<file path="config.mk">
export PLATFORM = sky130hd
export DESIGN_NAME = matrix_loader
export DESIGN_NICKNAME = d
export VERILOG_FILES = /design/src/rtl/matrix_loader.sv
export SDC_FILE = /design/constraint.sdc
export NUM_CORES = 1
export LEC_CHECK = 0
export CORE_MARGIN = 3
export CORE_UTILIZATION = 48
export DETAILED_ROUTE_END_ITERATION = 10
export PLACE_DENSITY = 0.84
export SLEW_MARGIN = 5
export SYNTH_ARGS = -nofsm -noshare
export SYNTH_HDL_FRONTEND = slang
export SYNTH_SLANG_ARGS = --single-unit
</file>
<file path="constraint.sdc">
create_clock -name clk -period 4 [get_ports clk]
set_input_delay 0.8 -clock clk [delete_from_list [all_inputs] [get_ports clk]]
set_output_delay 0.8 -clock clk [all_outputs]
set_load 0.02 [all_outputs]
</file>
<file path="src/rtl/matrix_loader.sv">
// Stream-to-RAM loader for the complex matrix-product datapath: fills R1, I1, R2, I2 row-major,
// fires one start pulse, then counts DIM*DIM result flags before returning to idle.
// Latency 1 cycle from accepted word to RAM strobe; in_ready is high for the whole LOAD state and stalls are unbounded.
module matrix_loader #(
  parameter int ANCHO_PALABRA = 32,
  parameter int DIM           = 3,
  localparam int AW           = $clog2(DIM*DIM-1)+1
) (
  input  logic                     clk,
  input  logic                     rst,
  input  logic                     load_start,
  input  logic                     clr,
  input  logic [ANCHO_PALABRA-1:0] in_data,
  input  logic                     in_valid,
  output logic                     in_ready,
  output logic [ANCHO_PALABRA-1:0] wr_data,
  output logic [AW-1:0]            wr_addr,
  output logic                     we_R1,
  output logic                     we_I1,
  output logic                     we_R2,
  output logic                     we_I2,
  output logic                     signal,
  input  logic                     res_flag,
  output logic                     busy,
  output logic                     done
);

  typedef enum logic [1:0] {
    S_IDLE  = 2'd0,
    S_LOAD  = 2'd1,
    S_START = 2'd2,
    S_RUN   = 2'd3
  } state_t;

  // Last element index of one matrix; shared by the write address and the result counter.
  localparam logic [AW-1:0] LAST_IDX = AW'(DIM*DIM-1);

  state_t                   r_state;
  logic [AW-1:0]            r_addr;
  logic [1:0]               r_mat;
  logic [AW-1:0]            r_res_cnt;
  logic [ANCHO_PALABRA-1:0] r_wr_data;
  logic [AW-1:0]            r_wr_addr;
  logic [3:0]               r_we;      // bit order: R1, I1, R2, I2
  logic                     r_signal;
  logic                     r_done;

  logic                     w_in_ready;
  logic                     w_accept;

  assign w_in_ready = (r_state == S_LOAD);
  assign w_accept   = in_valid & w_in_ready;

  assign in_ready = w_in_ready;
  assign busy     = (r_state != S_IDLE);
  assign wr_data  = r_wr_data;
  assign wr_addr  = r_wr_addr;
  assign we_R1    = r_we[0];
  assign we_I1    = r_we[1];
  assign we_R2    = r_we[2];
  assign we_I2    = r_we[3];
  assign signal   = r_signal;
  assign done     = r_done;

  // Loader FSM: sequences the four matrix loads, the start pulse and the result count; all outputs registered.
  always_ff @(posedge clk or posedge rst) begin
    if (rst) begin
      r_state   <= S_IDLE;
      r_addr    <= '0;
      r_mat     <= '0;
      r_res_cnt <= '0;
      r_wr_data <= '0;
      r_wr_addr <= '0;
      r_we      <= '0;
      r_signal  <= 1'b0;
      r_done    <= 1'b0;
    end else begin
      // Strobes and pulses are single-cycle unless re-armed below.
      r_we     <= '0;
      r_signal <= 1'b0;
      r_done   <= 1'b0;
      if (clr) begin
        // Abort: already-written RAM words stay; wr_data/wr_addr keep their last value.
        r_state   <= S_IDLE;
        r_addr    <= '0;
        r_mat     <= '0;
        r_res_cnt <= '0;
      end else begin
        case (r_state)
          S_IDLE: begin
            if (load_start) begin
              r_state <= S_LOAD;
              r_addr  <= '0;
              r_mat   <= '0;
            end
          end
          S_LOAD: begin
            if (w_accept) begin
              r_wr_data <= in_data;
              r_wr_addr <= r_addr;
              r_we      <= 4'b0001 << r_mat;
              if (r_addr == LAST_IDX) begin
                r_addr <= '0;
                r_mat  <= r_mat + 2'd1;
                // Last word of I2: in_ready falls on this same edge.
                if (r_mat == 2'd3) begin
                  r_state <= S_START;
                end
              end else begin
                r_addr <= r_addr + 1'b1;
              end
            end
          end
          S_START: begin
            r_signal <= 1'b1;
            r_state  <= S_RUN;
          end
          S_RUN: begin
            if (res_flag) begin
              if (r_res_cnt == LAST_IDX) begin
                r_done    <= 1'b1;
                r_res_cnt <= '0;
                r_state   <= S_IDLE;
              end else begin
                r_res_cnt <= r_res_cnt + 1'b1;
              end
            end
          end
          default: r_state <= S_IDLE;
        endcase
      end
    end
  end

endmodule

</file>
=== After elaboration in Yosys (flattened, before gate mapping) ===
Cells that the tools add are included.

* Register bits after elaboration: 54
* Input bits: 38
* Output and inout bits: 44
* Logic and storage cells: 68

* Add/subtract/negate cells: 3
* Eq/ne operators: 12
* Shifts and indexed selects: 1
* Muxes and demuxes: 31
* Bitwise gates (word level): 2
* Reduce and logical (&&, ||, !) cells: 10

{| class="wikitable"
|+ Operators by type and width
! kind !! number
|-
| two-way mux 4 bit || 11
|-
| two-way mux 2 bit || 11
|-
| inequality test 3 x 2 -> 1 bit (second input constant) || 3
|-
| inequality test 3 bit (second input constant) || 3
|-
| adder 4 x 1 -> 4 bit (second input constant) || 2
|-
| equality test 4 bit (second input constant) || 2
|-
| case mux 2 bit (4 select lines) || 1
|-
| case mux 4 bit (2 select lines) || 1
|-
| equality test 2 bit (second input constant) || 3
|-
| two-way mux 1 bit || 6
|-
| AND reduction 3 bit || 2
|-
| AND reduction 6 bit || 1
|-
| nonzero test 2 bit || 3
|-
| case mux 2 bit (2 select lines) || 1
|-
| AND reduction 4 bit || 1
|-
| left shift 1 x 2 -> 4 bit (first input constant) || 1
|-
| nonzero test 3 bit || 1
|-
| adder 2 x 1 -> 2 bit (second input constant) || 1
|-
| equality test 2 x 1 -> 1 bit (second input constant) || 1
|-
| logical NOT 2 bit || 1
|-
| AND reduction 2 bit || 1
|-
| bitwise AND 1 bit || 1
|-
| inverter 1 bit || 1
|}

=== Depth between registers and ports, before layout ===
Gate-level depths: netlist (run 1).

* Depth after elaboration: 6
* Gate-level depth with buffers: 8
* Gate-level depth less buffers: 6

=== Worst setup path before layout (run 1) ===
No wires, ideal clock.

* Path type: input -> register
* Start: input clr
* End: register r_wr_data[1], in the netlist wr_data[1]
* Setup time: 0.125 ns
* Arrival: 1.678 ns
* Data required time: 3.875 ns
* Slack: 2.197 ns
* Stages on the path: 5
* Path buffers: 2
* Cell sequence: and2b_4 > nand2_1 > buf_6 > buf_6 > mux2_4

* Longest elaborated chain between the ends: 2

{| class="wikitable"
|+ Ends and longest elaborated chain
! element !! RTL line !! RTL
|-
| start, declared || 12 || <nowiki>input logic clr,</nowiki>
|-
| inverter 1 bit (no source line) || - ||
|-
| AND reduction 3 bit (no source line) || - ||
|-
| end signal, assigned || 99 || <nowiki>r_wr_data <= in_data;</nowiki>
|-
| end, declared || 42 || <nowiki>logic [ANCHO_PALABRA-1:0] r_wr_data;</nowiki>
|}

No other way between the ends.
A chain may end at the register's enable or synchronous reset.

=== Worst setup path in the final report (run 1) ===
* Start: input clr
* End: register r_wr_data[13], in the netlist wr_data[13]

Same word-level chain as after synthesis.

==> results of run 1 <==
-- power by group --
group	switching, uW	total [uW]	internal, uW
registers	103	840	738
clock network	166	286	120
logic	488	1050	565
-- sequential cells by signal, indices dropped and copies added, names as in the netlist --
signal	flops
r_state	2
r_addr	4
r_mat	2
r_we	4
wr_addr	4
done	1
wr_data	32
signal	1
r_res_cnt	4
-- cell families after synthesis --
kind of cell / synth area share
AOI/OAI and AO/OA: 0.0583
adders and majority gates: 0.0631
buffers and inverters: 0.0347
DFF: 0.568
muxes: 0.178
and+or+nand+nor: 0.0988
-- per-layer routing --
metal	share of wire	global-route usage
met1	0.46	0.217
met3	0.052	0.0402
met5	0	0
met2	0.48	0.272
met4	0.012	0.0543
-- stage by stage --
stage,instances,setup slack [ns]
after floorplan,183,1.89
after global placement,324,0.966
after detailed placement,324,0.935
after CTS,331,1.27
after global routing,331,1.14
final,331,1.30
-- layout make-up --
type / instances / area, um^2
clock buffers: 6 / 72.6
clock inverters: 1 / 7.51
fillers: 331 / 1250
inverters: 12 / 45.0
multi-input cells: 112 / 950
flip-flops and latches: 54 / 1350
well taps: 65 / 81.3
repair buffers: 81 / 811
-- worst min-delay path by stage --
stage,start,to,slack [ns],cells after the start
2_1_floorplan,r_addr[2],r_addr[2],0.49,2
3_3_place_gp,wr_addr[2],wr_addr[2],0.46,2
3_5_place_dp,wr_addr[0],wr_addr[0],0.48,2
4_1_cts,wr_addr[1],wr_addr[1],0.51,2
5_1_grt,wr_data[18],wr_data[18],0.53,1
6_report,wr_addr[1],wr_addr[1],0.50,2
-- Yosys cell counts (2+ instances only) --
cell type,count
a21oi_1,6
and3_1,4
buf_2,3
buf_6,2
dfrtp_1,54
ha_1,12
inv_1,12
mux2_2,29
mux2_4,5
nand2_1,11
nand2b_1,4
nand3_1,6
nor2_1,6
nor2b_1,2
nor3_1,2
o21ai_0,8
-- worst reg2reg max path, delay by kind of cell, from the launching register on --
| family | cells | cell delay, ns |
|---|---|---|
| flip-flops | 1 | 0.40 |
| multiplexers | 1 | 0.50 |
| adder cells (fa/ha/maj) | 1 | 0.29 |
| AND/OR/NAND/NOR | 2 | 0.72 |
| buffers and inverters | 1 | 0.10 |
==> metrics.md, run 1 <==
| Metric | Value |
|---|---|
| Status | finished clean |
| # diodes | 0 |
| Crit Reg-Reg Startpoint | r_state[1] |
| RSZ-0062 raised after global routing | false |
| Clk sinks | 54 |
| Setup_tns | 0 ns |
| Netlist cell types | 33 |
| Worst setup path category | input pin to flip-flop |
| Peak supply drop | 0.000310 V |
| Synthesis Warnings | 0 |
| Synthesized cell area | 2380 um^2 |
| Crit. End Element | flip-flop |
| Maximum clock insertion buffer count | 2 |
| CP Depth | 4 |
| Share of layout cells above drive strength 1 | 0.177 |
| Final Hold Viols | 0 |
| Die ar. | 5840 um^2 |
| Most common cell after layout, fill and taps aside | clkdlybuf4s50_1 |
| Slowest CP cell | clkdlybuf4s50_1 |
| Async SR Flop Fraction | 1.00 |
| Clk_lat worst skew | 0.30 ns |
| Post-cts sizing count | 0 |
| First-pass GRT wire length | 7870 um |
| Setup violators final | 0 |
| Post-synth top area cell | dfrtp_1 |
| Slew Limit Fails | 0 |
| DP Area | 3240 um^2 |
| Core box area | 4560 um^2 |
| Seq/Total Area, Yosys | 0.568 |
| Synth Flop Type | dfrtp_1 |
| Average size of a mapped cell | 13.0 um^2 |
| Dpl hpwl | 3420 um |
| Total power | 2180 uW |
| Largest net degree at the start of global routing | 55 |
| Area Overhead vs Synth | 39.4% |
| Worst setup path startpoint | clr |
| Initial DRC Count | 62 |
| Worst Path Buf+Inv | 1 |
| DRT Pass-1 Iters | 4 |
| Post-route cell area | 3320 um^2 |
| Detail Route Antenna Nets | 0 |
| Clock transition at the registers of the reported paths | 0.09 ns |
| CP max stage delay | 0.74 ns |
| CTS buffer count | 5 |
| CTS tree | yes |
| CTS Root Cell | clkbuf_8 |
| Setup Skew | 0.00326 ns |
| # IOs | 82 |
| Mapped Nets | 233 |
| Worst R2R End | wr_data[1] |
| Final wirelength | 4580 um |
| Grt total ovfl | 0 |
| Leak | 0.00146 uW |
| Vias in the first global route | 1648 |
| R2R setup slack | 1.88 ns |
| Wirelength per Cell | 13.8 um |
| Post-CTS Setup Bufs | 0 |
| Post-synth top area share | 0.568 |
| Commonest non-fill, non-tap cells in the layout | 81 x clkdlybuf4s50_1, 54 x dfrtp_1, 29 x mux2_2 |
| Final net count | 316 |
| Fmax | 0.371 GHz |
| Gate Count Post-Synth | 183 |
| Die Y | 76.4 um |
| Slew HR | 0.276 |
| Gr usage total | 0.166 |
| Die X | 76.4 um |
| CP max FO | 39 |
| Pwr Density | 657 nW/um^2 |
| Yosys reg bits | 54 |
| R2R depth | 5 |
| Startpoint Class | input pin |
| Critical path capture point | wr_data[13] |
| Largest cells by area after synthesis | dfrtp_1 57%, mux2_2 14%, ha_1 6.3% |
| Post-synth EDFFs | 0 |
| PortBufs | 81 |
| CP Cell Sequence | clkdlybuf4s50_1, and2b_4, nand2_2, mux2_2 |
| Starting Density | 0.522 |
| Slew @ Worst Pin | 1.08 ns |
| Arrival @ worst endpoint | 2.88 ns |
| Cell Rows | 24 |
| Vias per cell | 4.94 |
| CTS H-tree lvls | 2 |
| Hold Path Class | flip-flop to flip-flop |
| Cts hold-fix bufs | 0 |
| Minimum clock period | 2.70 ns |
| Worst hold margin | 0.503 ns |
| Final Core Density | 0.727 |
| Final cycle utilization of the critical path | 0.675 |
| Initial antenna violation count | 0 |
| GPL Wtd Cong | 0.784 |
| Drt drc | 0 |
| Max Cap Viol | 0 |
| Critical Path RT | 4.19 ns |
| Top delay family on crit path | simple AND/OR/NAND/NOR gates |
| Vias | 1634 |
Power figures use the tool's default switching activity.
==> run 2, diff against run 1 <==
CORE_UTILIZATION = 41   (was 48)
PLACE_DENSITY = 0.76   (was 0.84)
clock period = 2.4 ns   (was 4 ns; I/O delays follow)
==> run 2 against run 1 <==
Effect of this change:
- clock skew rose by 0.0045 ns
- register-to-register slack lost 1.3 ns
- sequential power is 68% higher
- clock power up 110%
- combinational power grew 68%
- via count is 0.37% lower
- worst setup slack worse by 1.1 ns
- design area up 3.2%
- first-iteration DRC count decreased by 34%
- wire length down 0.87%
==> metrics.md, run 2 (synthesis results as in run 1) <==
| Metric | Value |
|---|---|
| R2R setup slack | 0.58 ns (was 1.88 ns) |
| Drt drc | 0 (unchanged) |
| Final net count | 320 (was 316) |
| Peak supply drop | 0.000521 V (was 0.000310 V) |
| Setup_tns | 0 ns (unchanged) |
| Pre-CTS setup slack | 0.293 ns (was 0.935 ns) |
| CTS tree | yes (unchanged) |
| Setup violators final | 0 (unchanged) |
| Clk_lat worst skew | 0.30 ns (about the same) |
| GPL Wtd Cong | 0.829 (was 0.784) |
| Sw Share | 0.336 (was 0.347) |
| Worst setup path category | flip-flop to output pin (was input pin to flip-flop) |
| Initial antenna violation count | 0 (unchanged) |
| Starting Density | 0.427 (was 0.522) |
| Clock power frac | 0.157 (was 0.131) |
| Clk sinks | 54 (unchanged) |
| Max Cap Viol | 0 (unchanged) |
| Layout fillers | 464 (was 331) |
| Die X | 82.2 um (was 76.4 um) |
| Cell Count, Final, Fillers Out | 343 (was 331) |
| Crit Reg-Reg Startpoint | r_state[0] (was r_state[1]) |
| Net switching power | 1260 uW (was 757 uW) |
| CP Cell Sequence | inv_1, ha_1, clkdlybuf4s50_1 (was clkdlybuf4s50_1, and2b_4, nand2_2, mux2_2) |
| Setup Skew | 0.00772 ns (was 0.00326 ns) |
| Cts hold-fix bufs | 0 (unchanged) |
| RSZ-0062 raised after global routing | false (unchanged) |
| Die Y | 82.2 um (was 76.4 um) |
| Post-Place Cells | 335 (was 324) |
| # diodes | 0 (unchanged) |
| Detail Route Antenna Nets | 0 (unchanged) |
| PortBufs | 81 (unchanged) |
| Reg power frac | 0.374 (was 0.386) |
| Status | finished clean (unchanged) |
| DRT Pass-1 Iters | 4 (unchanged) |
| Top delay family on crit path | buffers and inverters (was simple AND/OR/NAND/NOR gates) |
| Leak | 0.00151 uW (was 0.00146 uW) |
| Dpl hpwl | 3430 um (was 3420 um) |
| Crit. End Element | output pin (was flip-flop) |
| CTS H-tree lvls | 2 (unchanged) |
| Worst Path Buf+Inv | 2 (was 1) |
| Die ar. | 6760 um^2 (was 5840 um^2) |
| Final cycle utilization of the critical path | 0.934 |
| Arrival @ worst endpoint | 1.76 ns (was 2.88 ns) |
| Share of layout cells above drive strength 1 | 0.192 (was 0.177) |
| Post-route cell area | 3420 um^2 (was 3320 um^2) |
| Comb power frac | 0.468 (was 0.483) |
| Slowest CP cell | clkdlybuf4s50_1 (unchanged) |
| CP max stage delay | 0.66 ns (was 0.74 ns) |
| Area Overhead vs Synth | 43.8% (was 39.4%) |
| Startpoint Class | flip-flop (was input pin) |
| Final Hold Viols | 0 (unchanged) |
| Hold Path Origin | wr_addr[2] (was wr_addr[1]) |
| Worst hold margin | 0.481 ns (was 0.503 ns) |
| Gr usage total | 0.134 (was 0.166) |
| Post-CTS Setup Bufs | 0 (unchanged) |
| CTS buffer count | 5 (unchanged) |
| Worst setup path startpoint | r_state[1] (was clr) |
| First-pass GRT wire length | 7090 um (was 7870 um) |
| P_int | 2500 uW (was 1420 uW) |
| Hold Path Class | flip-flop to flip-flop (unchanged) |
| Commonest non-fill, non-tap cells in the layout | 81 x clkdlybuf4s50_1, 54 x dfrtp_1, 29 x mux2_2 (unchanged) |
| Slew Limit Fails | 0 (unchanged) |
| # IOs | 82 (unchanged) |
| Max reg flops | 32 (unchanged) |
| CTS Root Cell | clkbuf_8 (unchanged) |
| Core box area | 5570 um^2 (was 4560 um^2) |
| Setup slack after layout | 0.158 ns (was 1.30 ns) |
| Vias per cell | 4.75 (was 4.94) |
| Initial DRC Count | 41 (was 62) |
| Pwr Density | 1100 nW/um^2 (was 657 nW/um^2) |
| Slew @ Worst Pin | 0.517 ns (was 1.08 ns) |
| Vias | 1628 (was 1634) |
| Vias in the first global route | 1550 (was 1648) |
| Final wirelength | 4540 um (was 4580 um) |
| Slew HR | 0.655 (was 0.276) |
| Post-cts sizing count | 0 (unchanged) |
| Critical Path RT | 1.92 ns (was 4.19 ns) |
| Grt total ovfl | 0 (unchanged) |
| Fmax | 0.446 GHz |
| Minimum clock period | 2.24 ns |
| DP Area | 3310 um^2 (was 3240 um^2) |
| Most common cell after layout, fill and taps aside | clkdlybuf4s50_1 (unchanged) |
| Largest net degree at the start of global routing | 33 (was 55) |
| Maximum clock insertion buffer count | 2 (unchanged) |
| Wirelength per Cell | 13.2 um (was 13.8 um) |
| CP max FO | 6 (was 39) |
| Cell Rows | 27 (was 24) |
| Clock transition at the registers of the reported paths | 0.09 ns (about the same) |
[run 2: tightest hold or removal path: stages (launching register included)]
cell and delay (ns):
dfrtp_1 0.35, nand2_1 0.05, o21ai_0 0.06
[run 2: per-stage QoR]
| stage | power, uW | util |
|---|---|---|
| 2_1_floorplan | 2390 | - |
| 3_3_place_gp | 3170 | 0.595 |
| 3_5_place_dp | 3210 | 0.595 |
| 4_1_cts | 3810 | 0.614 |
| 5_1_grt | 4000 | 0.614 |
| 6_report | 3760 | 0.614 |
[run 2: per-layer routing]
metal	up-vias	global-route usage	routed length, um
met5	-	0	0
met4	0	0.0299	14
met3	2	0.0369	322
met2	50	0.217	2210
met1	781	0.180	2000
li1	795	-	-
[run 2: area by class of cell]
type	count	area [um^2]	share of cell area
flip-flops and latches	54	1350	0.395
multi-input cells	112	950	0.277
repair buffers	85	878	0.256
well taps	72	90.1	0.0263
clock buffers	6	72.6	0.0212
inverters	12	45.0	0.0132
clock inverters	2	37.5	0.0110
[run 2: final timing paths]
kind / endpoint / cells after the start
max: in_ready / 3
min: wr_addr[2] / 2
max reg2reg: wr_data[16] / 5
min reg2reg: wr_addr[2] / 2
max in group asynchronous: r_addr[0] / 3
min in group asynchronous: wr_data[11] / 2
[run 2: power by group through the flow]
stage                     registers [uW]  clock network (uW)  logic, uW
after floorplan                     1770                   0        618
after global placement              1410                   0       1760
after detailed placement            1430                   0       1780
after CTS                           1410                 616       1790
after global routing                1450                 657       1900
final                               1410                 592       1760
==> run 3, diff against run 2 <==
SKIP_LAST_GASP = 1   (was default)
clock period = 1.85 ns   (was 2.4 ns; I/O delays follow)
==> run 3 against run 2 <==
Effect of this change:
- sequential cell count stayed put
- clock skew is 0.0048 ns lower
- first-iteration DRC count is 29% lower
- die area stayed put
- sequential share of layout area is 0.92 points lower
- combinational power is 34% higher
- clock power is 19% higher
- critical path depth is 3 higher
- global-route usage is 0.37 points higher
- clock-buffer cell count is 1 higher
- largest cell class unchanged
==> metrics.md, run 3 (synthesis results as in run 1) <==
| Metric | Value |
|---|---|
| P_int | 3240 uW (was 2500 uW) |
| Die Y | 82.2 um (unchanged) |
| Vias | 1728 (was 1628) |
| Net switching power | 1650 uW (was 1260 uW) |
| Sw Share | 0.338 (was 0.336) |
| Reg power frac | 0.372 (was 0.374) |
| Drt drc | 0 (unchanged) |
| Setup Skew | 0.00290 ns (was 0.00772 ns) |
| Minimum clock period | 1.76 ns |
| Slew @ Worst Pin | 0.285 ns (was 0.517 ns) |
| CTS buffer count | 5 (unchanged) |
| Most common cell after layout, fill and taps aside | clkdlybuf4s50_1 (unchanged) |
| Cts hold-fix bufs | 0 (unchanged) |
| Clk sinks | 54 (unchanged) |
| Clock power frac | 0.144 (was 0.157) |
| CTS Root Cell | clkbuf_8 (unchanged) |
| Detail Route Antenna Nets | 0 (unchanged) |
| Final Core Density | 0.630 (was 0.614) |
| Largest net degree at the start of global routing | 55 (was 33) |
| Final wirelength | 4660 um (was 4540 um) |
| Critical Path RT | 2.04 ns (was 1.92 ns) |
| Final cycle utilization of the critical path | 0.953 |
| Wirelength per Cell | 13.2 um (about the same) |
| CP max FO | 5 (was 6) |
| Hold Path Class | input pin to asynchronous set/reset pin (was flip-flop to flip-flop) |
| Starting Density | 0.427 (unchanged) |
| Vias per cell | 4.88 (was 4.75) |
| Layout fillers | 468 (was 464) |
| Crit. End Element | flip-flop (was output pin) |
| Setup violators final | 0 (unchanged) |
| Leak | 0.00157 uW (was 0.00151 uW) |
| Arrival @ worst endpoint | 1.95 ns (was 1.76 ns) |
| Pre-CTS setup slack | -0.0175 ns (was 0.293 ns) |
| Initial antenna violation count | 0 (unchanged) |
| Maximum clock insertion buffer count | 2 (unchanged) |
| Final net count | 331 (was 320) |
| # diodes | 0 (unchanged) |
| Cell Rows | 27 (unchanged) |
| Area Overhead vs Synth | 47.4% (was 43.8%) |
| Core box area | 5570 um^2 (unchanged) |
| DP Area | 3380 um^2 (was 3310 um^2) |
| Vias in the first global route | 1657 (was 1550) |
| Startpoint Class | flip-flop (unchanged) |
| Clk_lat worst skew | 0.29 ns (was 0.30 ns) |
| Gr usage total | 0.138 (was 0.134) |
| Initial DRC Count | 29 (was 41) |
| CP max stage delay | 0.43 ns (was 0.66 ns) |
| Share of layout cells above drive strength 1 | 0.241 (was 0.192) |
| Slew HR | 0.810 (was 0.655) |
| Peak supply drop | 0.000763 V (was 0.000521 V) |
| First-pass GRT wire length | 7260 um (was 7090 um) |
| # IOs | 82 (unchanged) |
| DRT Pass-1 Iters | 4 (unchanged) |
| Commonest non-fill, non-tap cells in the layout | 79 x clkdlybuf4s50_1, 53 x dfrtp_1, 29 x mux2_2 (was 81 x clkdlybuf4s50_1, 54 x dfrtp_1, 29 x mux2_2) |
| Grt total ovfl | 0 (unchanged) |
| Comb power frac | 0.484 (was 0.468) |
| Dpl hpwl | 3470 um (was 3430 um) |
| GPL Wtd Cong | 0.759 (was 0.829) |
| Pwr Density | 1390 nW/um^2 (was 1100 nW/um^2) |
| Die X | 82.2 um (unchanged) |
| Worst setup path category | flip-flop to flip-flop (was flip-flop to output pin) |
| Setup slack after layout | 0.0876 ns (was 0.158 ns) |
| CTS tree | yes (unchanged) |
| Fmax | 0.567 GHz |
| Total power | 4890 uW (was 3760 uW) |
| Clock transition at the registers of the reported paths | 0.09 ns (about the same) |
| CP Cell Sequence | inv_1, ha_1, or2b_1, a21oi_2, or3_1, mux2_4 (was inv_1, ha_1, clkdlybuf4s50_1) |
| Die ar. | 6760 um^2 (unchanged) |
| Max Cap Viol | 0 (unchanged) |
| Max reg flops | 32 (unchanged) |
| PortBufs | 81 (unchanged) |
| CTS H-tree lvls | 2 (unchanged) |
| Slew Limit Fails | 0 (unchanged) |
| Status | finished clean (unchanged) |
| Post-route cell area | 3510 um^2 (was 3420 um^2) |
| Slowest CP cell | dfrtp_1 (was clkdlybuf4s50_1) |
| Final Hold Viols | 0 (unchanged) |
[run 3: changes by cell type in the layout (fill, tap and decap cells not counted), sizes merged]
cell / change
clkinvlp: -1
buf: +11
clkdlybuf4s15: +1
clkbuf: +1
dlygate4sd2: +1
clkinv: +1
bufinv: -1
clkdlybuf4s50: -2
[run 3: layer usage]
layer  vias to the layer above  part of all wire  global-route usage
li1                        818                 -                   -
met1                       853              0.45               0.172
met2                        55              0.49               0.235
met3                         2             0.063              0.0380
met4                         0            0.0017              0.0349
met5                         -                 0                   0
[run 3: what timing repair did]
| item | CTS | global route |
|---|---|---|
| cloned | 0 | 0 |
| buffers inserted | 0 | 2 |
| endpoints found under the setup margin | 2 | 4 |
| resized for setup | 2 | 5 |
| pin swaps | 0 | 1 |
[run 3: critical path, delay by kind of cell, from the launching register on]
| kind | cells | cell delay, ns |
|---|---|---|
| AO/OA/AOI/OAI | 1 | 0.09 |
| buffers and inverters | 1 | 0.08 |
| flip-flops | 1 | 0.43 |
| multiplexers | 1 | 0.26 |
| AND/OR/NAND/NOR | 2 | 0.58 |
| adder cells (fa/ha/maj) | 1 | 0.22 |
[run 3: path summary, 6_finish.rpt]
kind | startpoint | to | slack (ns) | cells after the start
worst max-delay path | r_state[0] | r_mat[0] | 0.09 | 6
worst min-delay path | rst | wr_data[22] | 0.46 | 3
worst max register to register | r_state[0] | r_mat[0] | 0.09 | 6
worst min register to register | wr_addr[2] | wr_addr[2] | 0.49 | 2
max in group asynchronous | rst | r_res_cnt[0] | 1.15 | 3
min in group clk | wr_addr[2] | wr_addr[2] | 0.49 | 2
[run 3: stage by stage]
step,hold slack [ns],std cells,setup TNS (ns)
final,0.461,354,0
after global routing,0.462,354,-0.00177
after CTS,0.456,352,0
after detailed placement,0.473,344,-0.0611
after global placement,0.467,344,-0.0202
after floorplan,0.493,183,0
[run 3: power groups by stage]
stage	registers, uW	clock network (uW)	logic (uW)
2_1_floorplan	2300	0	801
4_1_cts	1820	741	2380
3_3_place_gp	1830	0	2350
5_1_grt	1880	788	2540
6_report	1820	705	2360
3_5_place_dp	1850	0	2390
[run 3: cell type report]
cell class	instances	area, um^2	area share
clock inverters	1	8.76	0.00250
flip-flops and latches	54	1350	0.385
repair buffers	96	960	0.273
well taps	72	90.1	0.0257
multi-input cells	112	957	0.273
clock buffers	7	96.3	0.0275
inverters	12	45.0	0.0128
